`config.mk`:
```
export PLATFORM = sky130hd
export DESIGN_NAME = pipe_stage_reg_flat
export DESIGN_NICKNAME = d
export VERILOG_FILES = /design/src/rtl/pipe_stage_reg_if.sv /design/src/rtl/pipe_stage_reg.sv /design/src/flat_wrapper.sv
export SDC_FILE = /design/constraint.sdc
export NUM_CORES = 1
export LEC_CHECK = 0
export ABC_AREA = 1
export CAP_MARGIN = 20
export CORE_MARGIN = 2
export CORE_UTILIZATION = 52
export CTS_CLUSTER_DIAMETER = 200
export CTS_CLUSTER_SIZE = 10
export DETAILED_ROUTE_END_ITERATION = 12
export GPL_TIMING_DRIVEN = 0
export PLACE_DENSITY = 0.84
export SLEW_MARGIN = 40
export SYNTH_ARGS = -nofsm -noshare
export SYNTH_HDL_FRONTEND = slang
export SYNTH_SLANG_ARGS = --single-unit
```
`constraint.sdc`:
```
create_clock -name clk -period 9.3 [get_ports clk]
set_input_delay 0.93 -clock clk [delete_from_list [all_inputs] [get_ports clk]]
set_output_delay 0.93 -clock clk [all_outputs]
set_load 0.03 [all_outputs]
```
`src/rtl/pipe_stage_reg_if.sv`:
```
// Handshake bundle for one pipeline stage register: upstream entry,
// downstream head, flush request and occupancy status.
// master drives entries in and consumes the head; slave is the stage itself.
interface pipe_stage_reg_if #(
    parameter int DATA_W = 32,
    parameter int CTRL_W = 8
);
    logic              in_valid;
    logic              in_ready;
    logic [DATA_W-1:0] in_data;
    logic [CTRL_W-1:0] in_ctrl;
    logic              out_valid;
    logic              out_ready;
    logic [DATA_W-1:0] out_data;
    logic [CTRL_W-1:0] out_ctrl;
    logic              out_nop;
    logic              flush;
    logic [1:0]        occupancy;

    modport master (
        output in_valid, in_data, in_ctrl, out_ready, flush,
        input  in_ready, out_valid, out_data, out_ctrl, out_nop, occupancy
    );

    modport slave (
        input  in_valid, in_data, in_ctrl, out_ready, flush,
        output in_ready, out_valid, out_data, out_ctrl, out_nop, occupancy
    );
endinterface

```
`src/rtl/pipe_stage_reg.sv`:
```
// Pipeline stage register with optional two-entry skid buffer.
// Ports: clk, rst (sync, active-low), bus (pipe_stage_reg_if.slave):
//   in_valid/in_ready/in_data/in_ctrl upstream, out_valid/out_ready/
//   out_data/out_ctrl/out_nop downstream, flush, occupancy.
module pipe_stage_reg #(
    parameter int          DATA_W   = 32,
    parameter int          CTRL_W   = 8,
    parameter logic [31:0] NOP_DATA = 32'h00000013,
    parameter int          SKID     = 1
) (
    input  logic                 clk,
    input  logic                 rst,
    pipe_stage_reg_if.slave      bus
);
    localparam bit              SKID_EN = (SKID != 0);
    localparam logic [DATA_W-1:0] NOP   = DATA_W'(NOP_DATA);

    logic [DATA_W-1:0] head_d;
    logic [CTRL_W-1:0] head_c;
    logic              head_v;
    logic [DATA_W-1:0] skid_d;
    logic [CTRL_W-1:0] skid_c;
    logic              skid_v;
    logic              acc;
    logic              rel;

    // With a skid slot, ready depends only on state (skid slot free),
    // so out_ready never reaches in_ready combinationally.
    if (SKID_EN) begin : g_skid
        assign bus.in_ready = ~skid_v;
    end else begin : g_single
        assign bus.in_ready = ~head_v | bus.out_ready;
    end

    assign acc = bus.in_valid & bus.in_ready;
    assign rel = head_v & bus.out_ready;

    always_ff @(posedge clk) begin
        if (!rst) begin
            head_v <= 1'b0;
            skid_v <= 1'b0;
        end else if (bus.flush) begin
            head_v <= 1'b0;
            skid_v <= 1'b0;
        end else if (rel) begin
            if (skid_v) begin
                // Skid full means in_ready is low: no accept here.
                head_d <= skid_d;
                head_c <= skid_c;
                skid_v <= 1'b0;
            end else begin
                head_v <= acc;
                if (acc) begin
                    head_d <= bus.in_data;
                    head_c <= bus.in_ctrl;
                end
            end
        end else if (acc) begin
            if (head_v) begin
                skid_d <= bus.in_data;
                skid_c <= bus.in_ctrl;
                skid_v <= SKID_EN;
            end else begin
                head_d <= bus.in_data;
                head_c <= bus.in_ctrl;
                head_v <= 1'b1;
            end
        end
    end

    assign bus.out_valid = head_v;
    assign bus.out_nop   = ~head_v;
    assign bus.out_data  = head_v ? head_d : NOP;
    assign bus.out_ctrl  = head_v ? head_c : '0;
    assign bus.occupancy = {1'b0, head_v} + {1'b0, skid_v};
endmodule

```
`src/flat_wrapper.sv`:
```
// flat-port wrapper written by rule: the top's interface ports become plain ports
module pipe_stage_reg_flat 
#(
    parameter int          DATA_W   = 32,
    parameter int          CTRL_W   = 8,
    parameter logic [31:0] NOP_DATA = 32'h00000013,
    parameter int          SKID     = 1
)
  (clk, rst, bus_in_valid, bus_in_data, bus_in_ctrl, bus_out_ready, bus_flush, bus_in_ready, bus_out_valid, bus_out_data, bus_out_ctrl, bus_out_nop, bus_occupancy);
  pipe_stage_reg_if #(.DATA_W(DATA_W), .CTRL_W(CTRL_W)) bus_i ();
  input  logic clk;
  input  logic rst;
  input wire logic [$bits(bus_i.in_valid)-1:0] bus_in_valid;
  input wire logic [$bits(bus_i.in_data)-1:0] bus_in_data;
  input wire logic [$bits(bus_i.in_ctrl)-1:0] bus_in_ctrl;
  input wire logic [$bits(bus_i.out_ready)-1:0] bus_out_ready;
  input wire logic [$bits(bus_i.flush)-1:0] bus_flush;
  output wire logic [$bits(bus_i.in_ready)-1:0] bus_in_ready;
  output wire logic [$bits(bus_i.out_valid)-1:0] bus_out_valid;
  output wire logic [$bits(bus_i.out_data)-1:0] bus_out_data;
  output wire logic [$bits(bus_i.out_ctrl)-1:0] bus_out_ctrl;
  output wire logic [$bits(bus_i.out_nop)-1:0] bus_out_nop;
  output wire logic [$bits(bus_i.occupancy)-1:0] bus_occupancy;
  assign bus_i.in_valid = bus_in_valid;
  assign bus_i.in_data = bus_in_data;
  assign bus_i.in_ctrl = bus_in_ctrl;
  assign bus_i.out_ready = bus_out_ready;
  assign bus_i.flush = bus_flush;
  assign bus_in_ready = bus_i.in_ready;
  assign bus_out_valid = bus_i.out_valid;
  assign bus_out_data = bus_i.out_data;
  assign bus_out_ctrl = bus_i.out_ctrl;
  assign bus_out_nop = bus_i.out_nop;
  assign bus_occupancy = bus_i.occupancy;
  pipe_stage_reg #(.DATA_W(DATA_W), .CTRL_W(CTRL_W), .NOP_DATA(NOP_DATA), .SKID(SKID)) u_core (.clk(clk), .rst(rst), .bus(bus_i));
endmodule
```
Yosys cells after proc, flatten, opt, wreduce, memory -nomap -nowiden
Cells that the tools add are included. Widths: inputs -> output; s select.

Flip-flop bits (word level): 82. Latch bits: 0. Bits in writable memories: 0. Bits in read-only memories: 0. Input bits: 45. Output and inout bits: 45. Word-level logic and storage cells: 39. Memories: 0.

$add $sub $neg: 1. Multiply operators: 0. Div/mod/pow operators: 0. $lt $le $gt $ge: 0. Equal/unequal tests: 2. Shifts and indexed selects: 0. Multiplexer cells: 15. Bitwise gates (word level): 7. Reductions and logical operators: 8.

Operators by type and width (count): $mux 32 (6); $mux 8 (6); $reduce_and 5->1 (2); $not 1->1 (5); $ne 2x2->1 const B (2); $reduce_and 2->1 (2); $reduce_bool 2->1 (2); $mux 1 (3); $reduce_or 3->1 (1); $add 1x1->2 (1); $and 1x1->1 (2); $reduce_or 2->1 (1).

Logic depth before layout (Yosys ltp)
Depth after elaboration: 5. Depth in mapped cells: 6. Depth with buffers taken out: 4.

Worst setup path before layout
No wires, ideal clock.

Path type: in2reg. Start: in bus_out_ready. End: reg u_core.head_c[0] (enable). Library setup time: 0.451 ns. Arrival: 3.216 ns. Required time: 8.849 ns. Setup slack: 5.634 ns. Stages: 3. Path buffers: 1. Cell sequence: nand2_2 > clkbuf_1 > a21oi_1.

Longest elaborated chain between the ends: 3. Elaborated cells between the ends (all ways): 4. Classes of those cells: 1 x eq/ne; 1 x bitwise; 2 x reduce/logical.

Ends and longest elaborated chain: start: declaration (line flat_wrapper.sv:16) `input wire logic [$bits(bus_i.out_ready)-1:0] bus_out_ready;`; $and 1x1->1 * (line pipe_stage_reg.sv:36) `assign rel = head_v & bus.out_ready;`; $ne 2x2->1 (no source line) or $reduce_bool 2->1 (tied branches); $reduce_and 5->1 (no source line) *; end signal: assignment (line pipe_stage_reg.sv:49) `head_c <= skid_c;`; end signal: assignment (line pipe_stage_reg.sv:55) `head_c <= bus.in_ctrl;`; end signal: assignment (line pipe_stage_reg.sv:65) `head_c <= bus.in_ctrl;`; end: declaration (line pipe_stage_reg.sv:19) `logic [CTRL_W-1:0] head_c;`.

Every way passes the cells marked *; elsewhere a longest branch is shown, timed or not. A chain may end at the register's enable or synchronous reset.

Worst setup path after layout
Start: reg u_core.head_v, in the netlist u_core.bus.out_valid. End: out bus_out_data[9].

Longest elaborated chain between the ends: 1.

Ends and longest elaborated chain: start: declaration (line pipe_stage_reg.sv:20) `logic head_v;`; start signal: assignment (line pipe_stage_reg.sv:40) `head_v <= 1'b0;`; start signal: assignment (line pipe_stage_reg.sv:43) `head_v <= 1'b0;`; start signal: assignment (line pipe_stage_reg.sv:52) `head_v <= acc;`; $mux 32 (line pipe_stage_reg.sv:73) `assign bus.out_data = head_v ? head_d : NOP;`; end: declaration (line flat_wrapper.sv:20) `output wire logic [$bits(bus_i.out_data)-1:0] bus_out_data;`.

Every way passes these cells.

==> summary.txt <==
Synth warn: 0
Proportion of synthesized area in mux cells: 0%
Slew headroom: 63.5%
Ys async rst share: 0%
Worst path bufs/invs: 4
Switching share of power: 23.4%
Largest family of logic cells by synthesized area: simple AND/OR/NAND/NOR gates
Cell variety after synth: 15
Setup bufs post-CTS: 0
Synth Area in Adders: 0.367%
Slew Viols, Final: 0
Vias in the first global route: 2496
Cts repair resizes: 0
Setup TNS: 0 ns
Post-route cell area: 4680 um2
Leakage: 1.90 nW
Startpoint types: flop
Pwr dens: 151 nW/um2
Area share of the largest cell type after synthesis: 70.4%
IO Pins: 90
Cell count after synthesis: 317
Largest net degree at the start of global routing: 20
Outcome: finished clean
CP arrival: 2.15 ns
Clock Latency Late Sink: 0.34 ns
Max cap viols: 0
Clock root buffer: clkbuf_8
Congestion Overflow GR: 0
Rows: 29
Total die area: 7230 um2
Final Hold Fails: 0
RSZ-0062 raised after global routing: false
Most common cell in the netlist: nand2_1
List of most frequent post-synthesis cells: nand2_1, edfxtp_1, inv_1
First-pass GRT wire length: 11500 um
DR vias/cell: 4.89
Synthesized cell area: 3410 um2
Flop pwr share: 58.4%
Clock Power Share: 32.4%
Crit path kind: reg2out
Synth Area in Compound Gates: 6.31%
Die height: 85.0 um
Min Clock Period, post-route: 3.08 ns
Post-route ant nets: 0
Routability cong.: 0.762
Pin slew with the least headroom to its limit: 0.547 ns
Number of flops mapped to enable cells by yosys: 80
Reg clk slew, reported paths: 0.09 ns
TritonRoute pass-1 iters: 4
Cts bufs inserted: 9
Worst setup slack after layout: 6.22 ns
VDD IR max: 0.106 mV
Post-Synth Simple-Gate Area: 15.0%
GRT Total Usage: 20.9%
Cell taking the most area after synthesis: edfxtp_1
Setup crit end kind: output port
CTS Buffer Depth: 2
Req. time, crit path: 8.37 ns
Finished Core Util: 73.7%
XOR/XNOR share of the synthesized area: 0%
Area post-placement: 4500 um2
Wirelength per Cell: 13.8 um
Final setup fails: 0
# diodes: 0
Vias: 2458
Post-Route WL: 6950 um
Syn Area/Cell: 10.8 um2
Syn nets: 363
Post-place setup slack: 6.25 ns
Setup Skew: 0.00906 ns
Synth area leaders: edfxtp_1, nand2_1, o21ai_0
CTS Sinks: 82
DPL Wire Length: 5080 um
Sw power: 166 uW
Worst Hold Class: reg2reg
Crit-path cells: buf_2, buf_2, nand2_1, inv_1, clkdlybuf4s50_1
Share of cells above drive strength 1: 8.22%
CTS tree: done
Synth-to-layout area growth: 37.1%
Port buffer count: 89
Initial antenna violation count: 0
Post-CTS Hold Buffers: 0
Register area share after synthesis: 71.6%
Core area: 6350 um2
Worst-path maximum fanout: 10
Final period util: 33.1%
Top FF cell, synth: edfxtp_1
DRC viols: 0
Pwr Total: 706 uW
Slowest stage delay, CP: 0.67 ns
Top delay family on crit path: buffers and inverters
Int Power: 541 uW
H-tree depth: 3
Fin nets: 467
FF-to-FF setup slack: 7.17 ns
Chip width: 85.0 um
Logic pwr share: 9.2%
Highest clock rate: 325 MHz
Crit path top cell by count: buf_2
Initial Util: 53.7%
CP max-delay cell: clkdlybuf4s50_1
DRT iter0 DRCs: 107
#FFs+latches synth: 82
## stage by stage
stage | instances | hold slack (ns)
after global placement | 483 | 0.500
after detailed placement | 487 | 0.507
final | 503 | 0.522
after CTS | 503 | 0.525
after global routing | 503 | 0.534
after floorplan | 317 | 0.495
## tightest hold or removal path, cell delays in order (launching register included)
cell and delay, ns:
edfxtp_1 0.33, nand2_1 0.05, nand2_1 0.05
## per-layer routing
metal  vias to the layer above  part of all wire, %  track usage [%]
li1                       1239                    -                -
met1                      1129                   42             26.0
met2                        76                   51             35.0
met3                        14                  5.9             4.77
met4                         0                  2.0             9.24
met5                         -                    0                0
## flip-flops by register name, indices dropped and copies added, names as in the netlist
name                  cells
u_core.head_d            32
u_core.skid_d            32
u_core.head_c             8
u_core.skid_c             8
u_core.bus.out_valid      1
u_core.skid_v             1
## final timing paths
check                                                       start                          end  cells after the start
worst max-delay path            u_core.bus.out_valid$_SDFFE_PP0P_              bus_out_data[9]                      5
worst max register to register         u_core.skid_v$_SDFFE_PP0P_  u_core.head_d[10]$_DFFE_PP_                      7
worst min-delay path                   u_core.skid_c[7]$_DFFE_PP_   u_core.head_c[7]$_DFFE_PP_                      2
worst min register to register         u_core.skid_c[7]$_DFFE_PP_   u_core.head_c[7]$_DFFE_PP_                      2
## cell type report
cell class / count / area [um2]
fillers: 433 / 1670
repair buffers: 93 / 976
flip-flops and latches: 82 / 2440
inverters: 42 / 158
plain buffers: 17 / 73.8
multi-input cells: 176 / 757
well taps: 77 / 96.3
clock buffers: 9 / 124
clock inverters: 7 / 52.6
## placed cells by master, fill, tap and decap left out, types with 3 or more instances in the layout
cell | netlist | layout
clkdlybuf4s50_1 | 0 | 89
o21ai_0 | 40 | 40
clkbuf_8 | 0 | 9
clkbuf_1 | 9 | 9
clkinvlp_4 | 0 | 3
nand2_1 | 123 | 123
edfxtp_1 | 80 | 80
or2_2 | 3 | 3
inv_1 | 41 | 41
buf_2 | 8 | 8
## power groups by stage
stage	clock (mW)	sequential, mW	combinational (mW)
3_3_place_gp	0	0.421	0.0610
4_1_cts	0.233	0.412	0.0657
3_5_place_dp	0	0.421	0.0652
5_1_grt	0.246	0.413	0.0713
6_report	0.229	0.412	0.0653
2_1_floorplan	0	0.421	0.0268
## cells by family after synthesis
group | after synthesis
flops | 82
simple gates | 132
fa+ha+maj | 1
compound gates | 43
buf+inv | 59
Power figures use the tool's default switching activity.
==> variant (same flow settings) <==
`NOP_DATA` is set to 32'h00000013 in 2 places; all go to 32'h00000009.
--- a/src/rtl/pipe_stage_reg.sv
+++ b/src/rtl/pipe_stage_reg.sv
@@ -5,7 +5,7 @@
 module pipe_stage_reg #(
     parameter int          DATA_W   = 32,
     parameter int          CTRL_W   = 8,
-    parameter logic [31:0] NOP_DATA = 32'h00000013,
+    parameter logic [31:0] NOP_DATA = 32'h00000009,
     parameter int          SKID     = 1
 ) (
     input  logic                 clk,
--- a/src/flat_wrapper.sv
+++ b/src/flat_wrapper.sv
@@ -3,7 +3,7 @@
 #(
     parameter int          DATA_W   = 32,
     parameter int          CTRL_W   = 8,
-    parameter logic [31:0] NOP_DATA = 32'h00000013,
+    parameter logic [31:0] NOP_DATA = 32'h00000009,
     parameter int          SKID     = 1
 )
   (clk, rst, bus_in_valid, bus_in_data, bus_in_ctrl, bus_out_ready, bus_flush, bus_in_ready, bus_out_valid, bus_out_data, bus_out_ctrl, bus_out_nop, bus_occupancy);
Function: changed (Yosys sat finds a counterexample within 4 cycles, from zero or initial values).
==> variant against the original RTL <==
- non-clock buffer count grew 1
- critical endpoint is now bus_out_data[31]
- the run now ends with design-rule violations left
- routed wire length rose by 9.0%
- first-iteration DRC count rose by 74%
- area after synthesis up 2.1%
- sequential cell count did not move
- total power rose by 11%
- worst setup slack gained 190 ps
- cell area is 2.9% higher
- utilization up 1.3 points
- largest cell class unchanged
==> variant: results (changes against the original RTL) <==
[clock_network]
clock_latency_ps = 350

[drt]
via_count = 2528  ; was 2458
wl_per_cell_um = 15.0  ; was 13.8 um
drt_iter0_markers = 186  ; was 107
drc = 7  ; was 0
drt-met1-wl_um = 2900  ; about the same
drt_first_pass_iters = 9  ; was 4
wl_met3_um = 545  ; was 408 um
wl_met2_um = 4060  ; was 3510 um
via_per_inst = 5.01  ; was 4.89

[final_layout]
drive_above_1_share_pct = 9.81  ; was 8.22%
fin_nets = 469  ; was 467
antenna_cells = 0  ; unchanged

[global_route]
gr-usage-met1_pct = 26.5  ; was 26.0%
grt_use_met3_pct = 5.58  ; was 4.77%
grtUsageTotal_pct = 22.1  ; was 20.9%
grt_pass1_vias = 2645  ; was 2496
grt_pass1_wl_um = 12300  ; was 11500 um
grt_max_degree = 21  ; was 20
grtUsageMet2_pct = 37.5  ; was 35.0%

[yosys]
synth_enable_flop_cells = 80  ; unchanged
synth-adder-area-share_pct = 0.359  ; was 0.367%
synthMuxAreaShare_pct = 0  ; unchanged
syn_nets = 365  ; was 363
seq_area_frac_synth_pct = 70.1  ; was 71.6%
synth_common_cells = nand2_1, edfxtp_1, inv_1  ; unchanged
ys_top_cells_by_area = edfxtp_1, nand2_1, o21ai_0, inv_1, buf_6  ; was edfxtp_1, nand2_1, o21ai_0, inv_1, buf_2
synth-compound-area-share_pct = 6.18  ; was 6.31%
synth_cells = 319  ; was 317
synthDistinctLibCells = 18  ; was 15

[placed_design]
pre_cts_ws_ps = 6500  ; was 6250 ps
dpl.hpwl_um = 5250  ; was 5080 um
gp_congestion = 0.750  ; was 0.762
dp.cells = 489  ; was 487
place_area_sq_um = 4570  ; was 4500 sq um

[outcome]
failed_checks = design-rule violations
outcome = complete, but fails checks  ; was finished clean

[timing]
tightest_slew_ps = 493  ; was 547 ps
fin_skew_ps = 10.8  ; was 9.06 ps

[pwr]
switchingPower_mw = 0.166  ; about the same
leakagePower_nw = 2.01  ; was 1.90 nW
p_int_mw = 0.621  ; was 0.541 mW
pwr-share-seq_pct = 52.4  ; was 58.4%
p_comb_share_pct = 8.6  ; was 9.2%
vdd_ir_drop_max_v = 0.000136  ; was 0.000106 V

[setup_path]
cp_slowest_stage_delay_ps = 710  ; was 670 ps
worstPathArrival_ps = 1970  ; was 2150 ps
crit_family = buffers and inverters  ; unchanged

-- variant: cell families after synthesis --
logic type / Yosys count
DFF: 82
buffers and inverters: 61
AOI/OAI and AO/OA: 43
adders and majority gates: 1
and+or+nand+nor: 132
-- variant: worst paths after layout --
path / startpoint / end / slack, ps / depth (start not counted)
hold reg to reg: u_core.skid_d[13]$_DFFE_PP_ / u_core.head_d[13]$_DFFE_PP_ / 530 / 2
setup reg to reg: u_core.bus.out_valid$_SDFFE_PP0P_ / u_core.skid_d[4]$_DFFE_PP_ / 7370 / 6
hold / removal: u_core.skid_d[13]$_DFFE_PP_ / u_core.head_d[13]$_DFFE_PP_ / 530 / 2
setup / recovery: u_core.bus.out_valid$_SDFFE_PP0P_ / bus_out_data[31] / 6400 / 5
-- variant: layout make-up --
cell class,count,area (sq um)
buffer,18,124
clock buffer,9,124
clock inverter,7,118
fill,447,1610
inverter,43,161
multi-input combinational,176,773
sequential,82,2440
tap,77,96.3
timing repair buffer,93,976
